File: src/rtl/fifo_pkg.sv
`default_nettype none
// ----------------------------------------------------------------------------
// Module   : fifo_pkg
// Purpose  : Shared widths and operation-state encodings for the FIFO
//            control front-end.
// Revision : 1.0  initial release
// ----------------------------------------------------------------------------
package fifo_pkg;

  localparam int DATA_WIDTH_DEFAULT = 32;
  localparam int ADDR_WIDTH_DEFAULT = 3;

  localparam int STATE_WIDTH = 3;
  typedef logic [STATE_WIDTH-1:0] state_t;

  // Operation-state encodings; the registered state directly drives the flags
  localparam state_t INIT     = 3'b000;
  localparam state_t NO_OP    = 3'b001;
  localparam state_t WRITE    = 3'b010;
  localparam state_t WR_ERROR = 3'b011;
  localparam state_t READ     = 3'b100;
  localparam state_t RD_ERROR = 3'b101;

endpackage : fifo_pkg
`default_nettype wire

File: src/rtl/fifo_ctrl_if.sv
`default_nettype none
// ----------------------------------------------------------------------------
// Module   : fifo_ctrl_if
// Purpose  : Push/pop request bus plus the register-file write/read port of
//            the FIFO controller. "slave" is the controller's view, "master"
//            is the view of the user logic and register file around it.
// Revision : 1.0  initial release
// ----------------------------------------------------------------------------
interface fifo_ctrl_if
  import fifo_pkg::*;
#(
  parameter int DATA_WIDTH = DATA_WIDTH_DEFAULT,
  parameter int ADDR_WIDTH = ADDR_WIDTH_DEFAULT
) ();

  // request side
  logic                  wr_en;
  logic                  rd_en;
  logic [DATA_WIDTH-1:0] d_in;
  logic [DATA_WIDTH-1:0] d_out;
  logic                  full;
  logic                  empty;
  logic                  wr_ack;
  logic                  wr_err;
  logic                  rd_ack;
  logic                  rd_err;
  logic [ADDR_WIDTH:0]   data_count;

  // register-file side
  logic                  rf_we;
  logic [ADDR_WIDTH-1:0] rf_waddr;
  logic [DATA_WIDTH-1:0] rf_wdata;
  logic [ADDR_WIDTH-1:0] rf_raddr;
  logic [DATA_WIDTH-1:0] rf_rdata;

  modport slave (
    input  wr_en, rd_en, d_in, rf_rdata,
    output d_out, full, empty, wr_ack, wr_err, rd_ack, rd_err, data_count,
           rf_we, rf_waddr, rf_wdata, rf_raddr
  );

  modport master (
    output wr_en, rd_en, d_in, rf_rdata,
    input  d_out, full, empty, wr_ack, wr_err, rd_ack, rd_err, data_count,
           rf_we, rf_waddr, rf_wdata, rf_raddr
  );

endinterface : fifo_ctrl_if
`default_nettype wire

File: src/rtl/fifo_ns_logic.sv
`default_nettype none
// ----------------------------------------------------------------------------
// Module   : fifo_ns_logic
// Purpose  : Purely combinational next-state, next-pointer and next-count
//            calculation for the FIFO controller.
// Revision : 1.0  initial release
// ----------------------------------------------------------------------------
module fifo_ns_logic
  import fifo_pkg::*;
#(
  parameter int ADDR_WIDTH = ADDR_WIDTH_DEFAULT
) (
  input  logic                  i_wr_en,
  input  logic                  i_rd_en,
  input  logic [ADDR_WIDTH:0]   i_count,
  input  logic [ADDR_WIDTH-1:0] i_head,
  input  logic [ADDR_WIDTH-1:0] i_tail,
  output state_t                o_next_state,
  output logic                  o_push,
  output logic                  o_pop,
  output logic [ADDR_WIDTH-1:0] o_next_head,
  output logic [ADDR_WIDTH-1:0] o_next_tail,
  output logic [ADDR_WIDTH:0]   o_next_count
);

  localparam logic [ADDR_WIDTH:0] c_depth = (ADDR_WIDTH+1)'(2**ADDR_WIDTH);

  logic w_full;
  logic w_empty;

  // full/empty come only from the occupancy count, never from the pointers
  assign w_full  = (i_count == c_depth);
  assign w_empty = (i_count == '0);

  // Next state is independent of the current state; simultaneous requests
  // are both dropped so the count can never move in two directions at once.
  always_comb begin
    o_next_state = NO_OP;
    o_push       = 1'b0;
    o_pop        = 1'b0;
    case ({i_wr_en, i_rd_en})
      2'b10: begin
        if (w_full) begin
          o_next_state = WR_ERROR;
        end else begin
          o_next_state = WRITE;
          o_push       = 1'b1;
        end
      end
      2'b01: begin
        if (w_empty) begin
          o_next_state = RD_ERROR;
        end else begin
          o_next_state = READ;
          o_pop        = 1'b1;
        end
      end
      default: o_next_state = NO_OP;
    endcase
  end

  // Pointers wrap naturally at ADDR_WIDTH bits; rejected requests move nothing
  always_comb begin
    o_next_head  = o_pop  ? i_head + ADDR_WIDTH'(1) : i_head;
    o_next_tail  = o_push ? i_tail + ADDR_WIDTH'(1) : i_tail;
    o_next_count = i_count;
    if (o_push) begin
      o_next_count = i_count + (ADDR_WIDTH+1)'(1);
    end else if (o_pop) begin
      o_next_count = i_count - (ADDR_WIDTH+1)'(1);
    end
  end

endmodule : fifo_ns_logic
`default_nettype wire

File: src/rtl/fifo_ctrl.sv
`default_nettype none
// ----------------------------------------------------------------------------
// Module   : fifo_ctrl
// Purpose  : Control and datapath front-end of an 8x32 FIFO. Holds the head
//            and tail pointers, occupancy count, operation-state register and
//            the registered pop data; drives an external register file.
// Revision : 1.0  initial release
// ----------------------------------------------------------------------------
module fifo_ctrl
  import fifo_pkg::*;
#(
  parameter int DATA_WIDTH = DATA_WIDTH_DEFAULT,
  parameter int ADDR_WIDTH = ADDR_WIDTH_DEFAULT
) (
  input  logic        clk,
  input  logic        reset,
  fifo_ctrl_if.slave  bus
);

  localparam logic [ADDR_WIDTH:0] c_depth = (ADDR_WIDTH+1)'(2**ADDR_WIDTH);

  state_t                r_state;
  logic [ADDR_WIDTH-1:0] r_head;
  logic [ADDR_WIDTH-1:0] r_tail;
  logic [ADDR_WIDTH:0]   r_count;
  logic [DATA_WIDTH-1:0] r_d_out;

  state_t                w_next_state;
  logic                  w_push;
  logic                  w_pop;
  logic [ADDR_WIDTH-1:0] w_next_head;
  logic [ADDR_WIDTH-1:0] w_next_tail;
  logic [ADDR_WIDTH:0]   w_next_count;

  fifo_ns_logic #(
    .ADDR_WIDTH (ADDR_WIDTH)
  ) u_ns_logic (
    .i_wr_en      (bus.wr_en),
    .i_rd_en      (bus.rd_en),
    .i_count      (r_count),
    .i_head       (r_head),
    .i_tail       (r_tail),
    .o_next_state (w_next_state),
    .o_push       (w_push),
    .o_pop        (w_pop),
    .o_next_head  (w_next_head),
    .o_next_tail  (w_next_tail),
    .o_next_count (w_next_count)
  );

  // State, pointer and count registers; reset clears them without a clock
  always_ff @(posedge clk or posedge reset) begin
    if (reset) begin
      r_state <= INIT;
      r_head  <= '0;
      r_tail  <= '0;
      r_count <= '0;
    end else begin
      r_state <= w_next_state;
      r_head  <= w_next_head;
      r_tail  <= w_next_tail;
      r_count <= w_next_count;
    end
  end

  // Pop data is captured from the register file only on an accepted pop
  always_ff @(posedge clk or posedge reset) begin
    if (reset) begin
      r_d_out <= '0;
    end else if (w_pop) begin
      r_d_out <= bus.rf_rdata;
    end
  end

  // Output decode: flags from the registered state, rf port from pointers
  always_comb begin
    bus.d_out      = r_d_out;
    bus.data_count = r_count;
    bus.full       = (r_count == c_depth);
    bus.empty      = (r_count == '0);
    bus.wr_ack     = (r_state == WRITE);
    bus.wr_err     = (r_state == WR_ERROR);
    bus.rd_ack     = (r_state == READ);
    bus.rd_err     = (r_state == RD_ERROR);
    bus.rf_we      = w_push;
    bus.rf_waddr   = r_tail;
    bus.rf_wdata   = bus.d_in;
    bus.rf_raddr   = r_head;
  end

endmodule : fifo_ctrl
`default_nettype wire

File: src/flat_wrapper.sv
// flat-port wrapper written by rule: the top's interface ports become plain ports
module fifo_ctrl_flat import fifo_pkg::*;
#(
  parameter int DATA_WIDTH = DATA_WIDTH_DEFAULT,
  parameter int ADDR_WIDTH = ADDR_WIDTH_DEFAULT
)
  (clk, reset, bus_wr_en, bus_rd_en, bus_d_in, bus_rf_rdata, bus_d_out, bus_full, bus_empty, bus_wr_ack, bus_wr_err, bus_rd_ack, bus_rd_err, bus_data_count, bus_rf_we, bus_rf_waddr, bus_rf_wdata, bus_rf_raddr);
  fifo_ctrl_if #(.DATA_WIDTH(DATA_WIDTH), .ADDR_WIDTH(ADDR_WIDTH)) bus_i ();
  input  logic clk;
  input  logic reset;
  input wire logic [$bits(bus_i.wr_en)-1:0] bus_wr_en;
  input wire logic [$bits(bus_i.rd_en)-1:0] bus_rd_en;
  input wire logic [$bits(bus_i.d_in)-1:0] bus_d_in;
  input wire logic [$bits(bus_i.rf_rdata)-1:0] bus_rf_rdata;
  output wire logic [$bits(bus_i.d_out)-1:0] bus_d_out;
  output wire logic [$bits(bus_i.full)-1:0] bus_full;
  output wire logic [$bits(bus_i.empty)-1:0] bus_empty;
  output wire logic [$bits(bus_i.wr_ack)-1:0] bus_wr_ack;
  output wire logic [$bits(bus_i.wr_err)-1:0] bus_wr_err;
  output wire logic [$bits(bus_i.rd_ack)-1:0] bus_rd_ack;
  output wire logic [$bits(bus_i.rd_err)-1:0] bus_rd_err;
  output wire logic [$bits(bus_i.data_count)-1:0] bus_data_count;
  output wire logic [$bits(bus_i.rf_we)-1:0] bus_rf_we;
  output wire logic [$bits(bus_i.rf_waddr)-1:0] bus_rf_waddr;
  output wire logic [$bits(bus_i.rf_wdata)-1:0] bus_rf_wdata;
  output wire logic [$bits(bus_i.rf_raddr)-1:0] bus_rf_raddr;
  assign bus_i.wr_en = bus_wr_en;
  assign bus_i.rd_en = bus_rd_en;
  assign bus_i.d_in = bus_d_in;
  assign bus_i.rf_rdata = bus_rf_rdata;
  assign bus_d_out = bus_i.d_out;
  assign bus_full = bus_i.full;
  assign bus_empty = bus_i.empty;
  assign bus_wr_ack = bus_i.wr_ack;
  assign bus_wr_err = bus_i.wr_err;
  assign bus_rd_ack = bus_i.rd_ack;
  assign bus_rd_err = bus_i.rd_err;
  assign bus_data_count = bus_i.data_count;
  assign bus_rf_we = bus_i.rf_we;
  assign bus_rf_waddr = bus_i.rf_waddr;
  assign bus_rf_wdata = bus_i.rf_wdata;
  assign bus_rf_raddr = bus_i.rf_raddr;
  fifo_ctrl #(.DATA_WIDTH(DATA_WIDTH), .ADDR_WIDTH(ADDR_WIDTH)) u_core (.clk(clk), .reset(reset), .bus(bus_i));
endmodule
File: config.mk
export PLATFORM = sky130hd
export DESIGN_NAME = fifo_ctrl_flat
export DESIGN_NICKNAME = d
export VERILOG_FILES = /design/src/rtl/fifo_pkg.sv /design/src/rtl/fifo_ctrl_if.sv /design/src/rtl/fifo_ns_logic.sv /design/src/rtl/fifo_ctrl.sv /design/src/flat_wrapper.sv
export SDC_FILE = /design/constraint.sdc
export NUM_CORES = 1
export LEC_CHECK = 0
export CAP_MARGIN = 20
export CORE_MARGIN = 2
export CORE_UTILIZATION = 32
export DETAILED_ROUTE_END_ITERATION = 10
export GPL_ROUTABILITY_DRIVEN = 0
export GPL_TIMING_DRIVEN = 0
export PLACE_DENSITY = 0.77
export SLEW_MARGIN = 15
export SYNTH_ARGS = -nofsm -noshare
export SYNTH_HDL_FRONTEND = slang
export SYNTH_SLANG_ARGS = --single-unit
File: constraint.sdc
create_clock -name clk -period 2.03 [get_ports clk]
set_input_delay 0.3045 -clock clk [delete_from_list [all_inputs] [get_ports clk]]
set_output_delay 0.3045 -clock clk [all_outputs]
set_load 0.02 [all_outputs]
==> impl_results.rst <==
.. list-table::
   :header-rows: 1

   * - Metric
     - Value
   * - Max Fclk
     - 491 MHz
   * - Count of vias placed by the detailed router
     - 1,626
   * - Number of clock sinks seen by CTS
     - 45
   * - Power density normalized to cell area
     - 1120 nW/µm²
   * - Share of the yosys chip area belonging to registers
     - 0.524
   * - Die Y
     - 86.0 µm
   * - Tcrit/Tclk final
     - 1.00
   * - Fin worst setup slack
     - -0.00760 ns
   * - Launch instance of the worst register-to-register path
     - u_core.bus.data_count[1]
   * - CTS tree
     - done
   * - Remaining DRCs
     - 0
   * - Number of library cell types mapped by synthesis
     - 24
   * - Vias in the first global route
     - 1,685
   * - Setup violators final
     - 1
   * - Failing checks
     - negative setup slack
   * - Antenna violations before repair
     - 0
   * - Type of the tightest min-delay check
     - in2async
   * - Summed negative setup slack over all endpoints
     - -0.00760 ns
   * - Clock buffer count from CTS
     - 5
   * - Max_slew headroom
     - 0.820
   * - Starting utilization of the core area
     - 0.335
   * - Number of cell instances on the worst register-to-register path
     - 7
   * - Setup repair after global routing missed its margin
     - true
   * - Routed WL per cell
     - 12.8 µm
   * - Largest voltage drop on the vdd net
     - 0.000741 V
   * - Routed wire length
     - 4730 µm
   * - Antenna diode instance count
     - 0
   * - Count of hold buffers inserted by post-cts repair
     - 0
   * - Synth async-reset ratio
     - 1.00
   * - Avg Synthesized Cell Area
     - 13.8 µm²
   * - Num rows
     - 29
   * - Post-synthesis cell area
     - 2150 µm²
   * - Layout cells sized above 1
     - 0.346
   * - Post-detailed-route via-to-cell ratio
     - 4.41
   * - Register-to-register setup slack
     - -0.008 ns
   * - Final instance area
     - 3660 µm²
   * - First drt pass iteration count
     - 2
   * - Max-slew violation count
     - 0
   * - CP endpoint kind
     - flip-flop
   * - Die X-Extent
     - 86.0 µm
   * - Number of flip-flops and latches in the synthesized netlist
     - 45
   * - Result of the run
     - complete, but fails checks
   * - Capture point of the worst reg-to-reg path
     - u_core.bus.data_count[3]
   * - Wire length of the first global-routing pass
     - 7690 µm
   * - Post-synthesis instance total
     - 156
   * - Worst Path Arrival
     - 2.25 ns
   * - Global route overflow
     - 0
   * - Worst hold slack
     - 0.256 ns
   * - Core Area
     - 6420 µm²
   * - Pin slew with the least headroom to its limit
     - 0.267 ns
   * - Total nets after synthesis
     - 231
   * - Number of enable-type register cells in the synthesized netlist
     - 0
   * - Clk Tree Root Cell
     - sky130_fd_sc_hd__clkbuf_8
   * - Max Cap Violations
     - 0
   * - Clock latency on the worst-skew pair
     - 0.29 ns
   * - Start-to-end type of the worst setup path
     - reg2reg
   * - Nets
     - 366
   * - Overall Global Routing Usage
     - 0.129
   * - Number of I/O port buffers
     - 116
   * - Yosys warning total
     - 0
   * - Clock-pin slew of the registers on the worst-case setup and hold paths
     - 0.08 ns
   * - Pin count of the biggest net entering global routing
     - 36
   * - Worst-path maximum fanout
     - 6
   * - Clock Skews
     - 0.00662 ns
   * - Standby leakage power
     - 1.61 nW
   * - Boundary Pins
     - 149
   * - Startpoint type of the worst setup path
     - flip-flop
   * - Minimum clock period
     - 2.04 ns
   * - Number of routed nets with antenna violations
     - 0
   * - H-tree levels
     - 2
   * - Sum of net half-perimeters after detailed placement
     - 3530 µm
   * - Post-Place Cell Area
     - 3450 µm²
   * - Worst endpoint required time
     - 2.24 ns
   * - Core utilization of the finished layout
     - 0.569
   * - Max clock buf depth
     - 2
   * - Leading register cell type out of synthesis
     - sky130_fd_sc_hd__dfrtp_1
   * - Growth of design area from synthesis to finish
     - 70.1%
   * - Initial detailed-routing violation count
     - 15
   * - Hold violation total from the final report
     - 0
   * - PnR Total Power
     - 4.11 mW
   * - Total die area
     - 7390 µm²
-- layout by cell type, fill, tap and decap left out, types with 2 or more instances in the layout --
master                            synthesis  layout
sky130_fd_sc_hd__buf_4                   32      43
sky130_fd_sc_hd__mux2_4                   2       2
sky130_fd_sc_hd__mux2_2                  31      31
sky130_fd_sc_hd__inv_1                    7       6
sky130_fd_sc_hd__nor3b_1                  2       2
sky130_fd_sc_hd__and3b_1                  2       2
sky130_fd_sc_hd__clkbuf_8                 0       6
sky130_fd_sc_hd__ha_4                     0       2
sky130_fd_sc_hd__mux2i_1                  2       2
sky130_fd_sc_hd__xor2_1                   2       2
sky130_fd_sc_hd__mux2_1                   2       2
sky130_fd_sc_hd__dfrtp_2                  0       4
sky130_fd_sc_hd__buf_6                    3       3
sky130_fd_sc_hd__ha_1                     6       4
sky130_fd_sc_hd__xnor2_1                  5       5
sky130_fd_sc_hd__nand2_1                  4       4
sky130_fd_sc_hd__dfrtp_1                 45      41
sky130_fd_sc_hd__clkdlybuf4s50_1          0     113
-- stage by stage --
step	setup WS, ns	cells
final	-0.00760	369
after global routing	-0.0844	369
after CTS	-0.0105	368
after detailed placement	-0.206	350
after global placement	-0.427	349
after floorplan	-0.0692	156
-- how the worst max path moves through the flow --
stage,start,endpoint,slack [ns]
after floorplan,u_core.bus.data_count[1],u_core.bus.data_count[3],-0.07
after global placement,reset,u_core.bus.data_count[2],-0.43
after detailed placement,bus_rd_en,bus_rf_we,-0.21
after CTS,u_core.bus.data_count[2],u_core.bus.data_count[3],-0.01
after global routing,u_core.bus.data_count[1],u_core.bus.data_count[3],-0.08
final,u_core.bus.data_count[1],u_core.bus.data_count[3],-0.008
-- layer usage --
layer,vias to the layer above,wire (µm),GRT usage,share of wire
met5,-,0,0,0
met4,0,38,0.0303,0.0080
met3,4,475,0.0472,0.10
met2,78,2420,0.227,0.51
met1,779,1790,0.150,0.38
li1,765,-,-,-
-- worst max-delay path: stages (launching register included) --
cell	delay (ns)
sky130_fd_sc_hd__dfrtp_2	0.42
sky130_fd_sc_hd__or4b_4	0.59
sky130_fd_sc_hd__nand2_8	0.11
sky130_fd_sc_hd__ha_4	0.19
sky130_fd_sc_hd__a21o_1	0.16
sky130_fd_sc_hd__a21oi_2	0.14
sky130_fd_sc_hd__mux2i_1	0.23
sky130_fd_sc_hd__xnor2_1	0.13
-- cell families after synthesis --
family / count (synthesis) / synth area share
xor gates and xnor gates: 7 / 0.0285
AOI/OAI and AO/OA: 5 / 0.0250
adders and majority gates: 7 / 0.0442
DFF: 45 / 0.524
muxes: 37 / 0.196
and+or+nand+nor: 13 / 0.0425
buffers and inverters: 42 / 0.140
-- flip-flops by register name, summed over array words and instances, names as in the netlist --
signal                 flops
u_core.bus.d_out          32
u_core.bus.data_count      4
u_core.bus.rf_raddr        3
u_core.bus.rf_waddr        3
u_core.r_state             3
-- cell type report --
cell class / instances / area, µm²
Tap cell: 77 / 96.3
Clock inverter: 1 / 30.0
Buffer: 35 / 274
Multi-Input combinational cell: 69 / 761
Sequential cell: 45 / 1130
Timing Repair Buffer: 128 / 1250
Clock buffer: 7 / 86.3
Fill cell: 546 / 2770
Inverter: 7 / 26.3
-- report_power, final --
group / switching [mW] / internal [mW] / total [mW] / leakage, nW
registers: 0.189 / 1.20 / 1.39 / 0.528
logic: 0.928 / 1.11 / 2.04 / 1.03
clock network: 0.283 / 0.401 / 0.684 / 0.0585
-- timing repair --
item / 4_1_cts / 5_1_grt
gates resized for setup: 8 / 3
setup endpoints to repair: 6 / 4
pin swaps: 3 / 2
cloned: 0 / 0
setup buffers: 10 / 1
-- cell usage after synthesis (2+ instances only) --
master | number | area [µm²]
sky130_fd_sc_hd__dfrtp_1 | 45 | 1130
sky130_fd_sc_hd__buf_4 | 32 | 240
sky130_fd_sc_hd__mux2_2 | 31 | 349
sky130_fd_sc_hd__inv_1 | 7 | 26.3
sky130_fd_sc_hd__ha_1 | 6 | 75.1
sky130_fd_sc_hd__xnor2_1 | 5 | 43.8
sky130_fd_sc_hd__nand2_1 | 4 | 15.0
sky130_fd_sc_hd__buf_6 | 3 | 33.8
sky130_fd_sc_hd__a21oi_1 | 2 | 10.0
sky130_fd_sc_hd__and3b_1 | 2 | 17.5
sky130_fd_sc_hd__mux2_1 | 2 | 22.5
sky130_fd_sc_hd__mux2_4 | 2 | 30.0
sky130_fd_sc_hd__mux2i_1 | 2 | 20.0
sky130_fd_sc_hd__nor3b_1 | 2 | 15.0
sky130_fd_sc_hd__xor2_1 | 2 | 17.5
(Power assumes the default switching activity.)
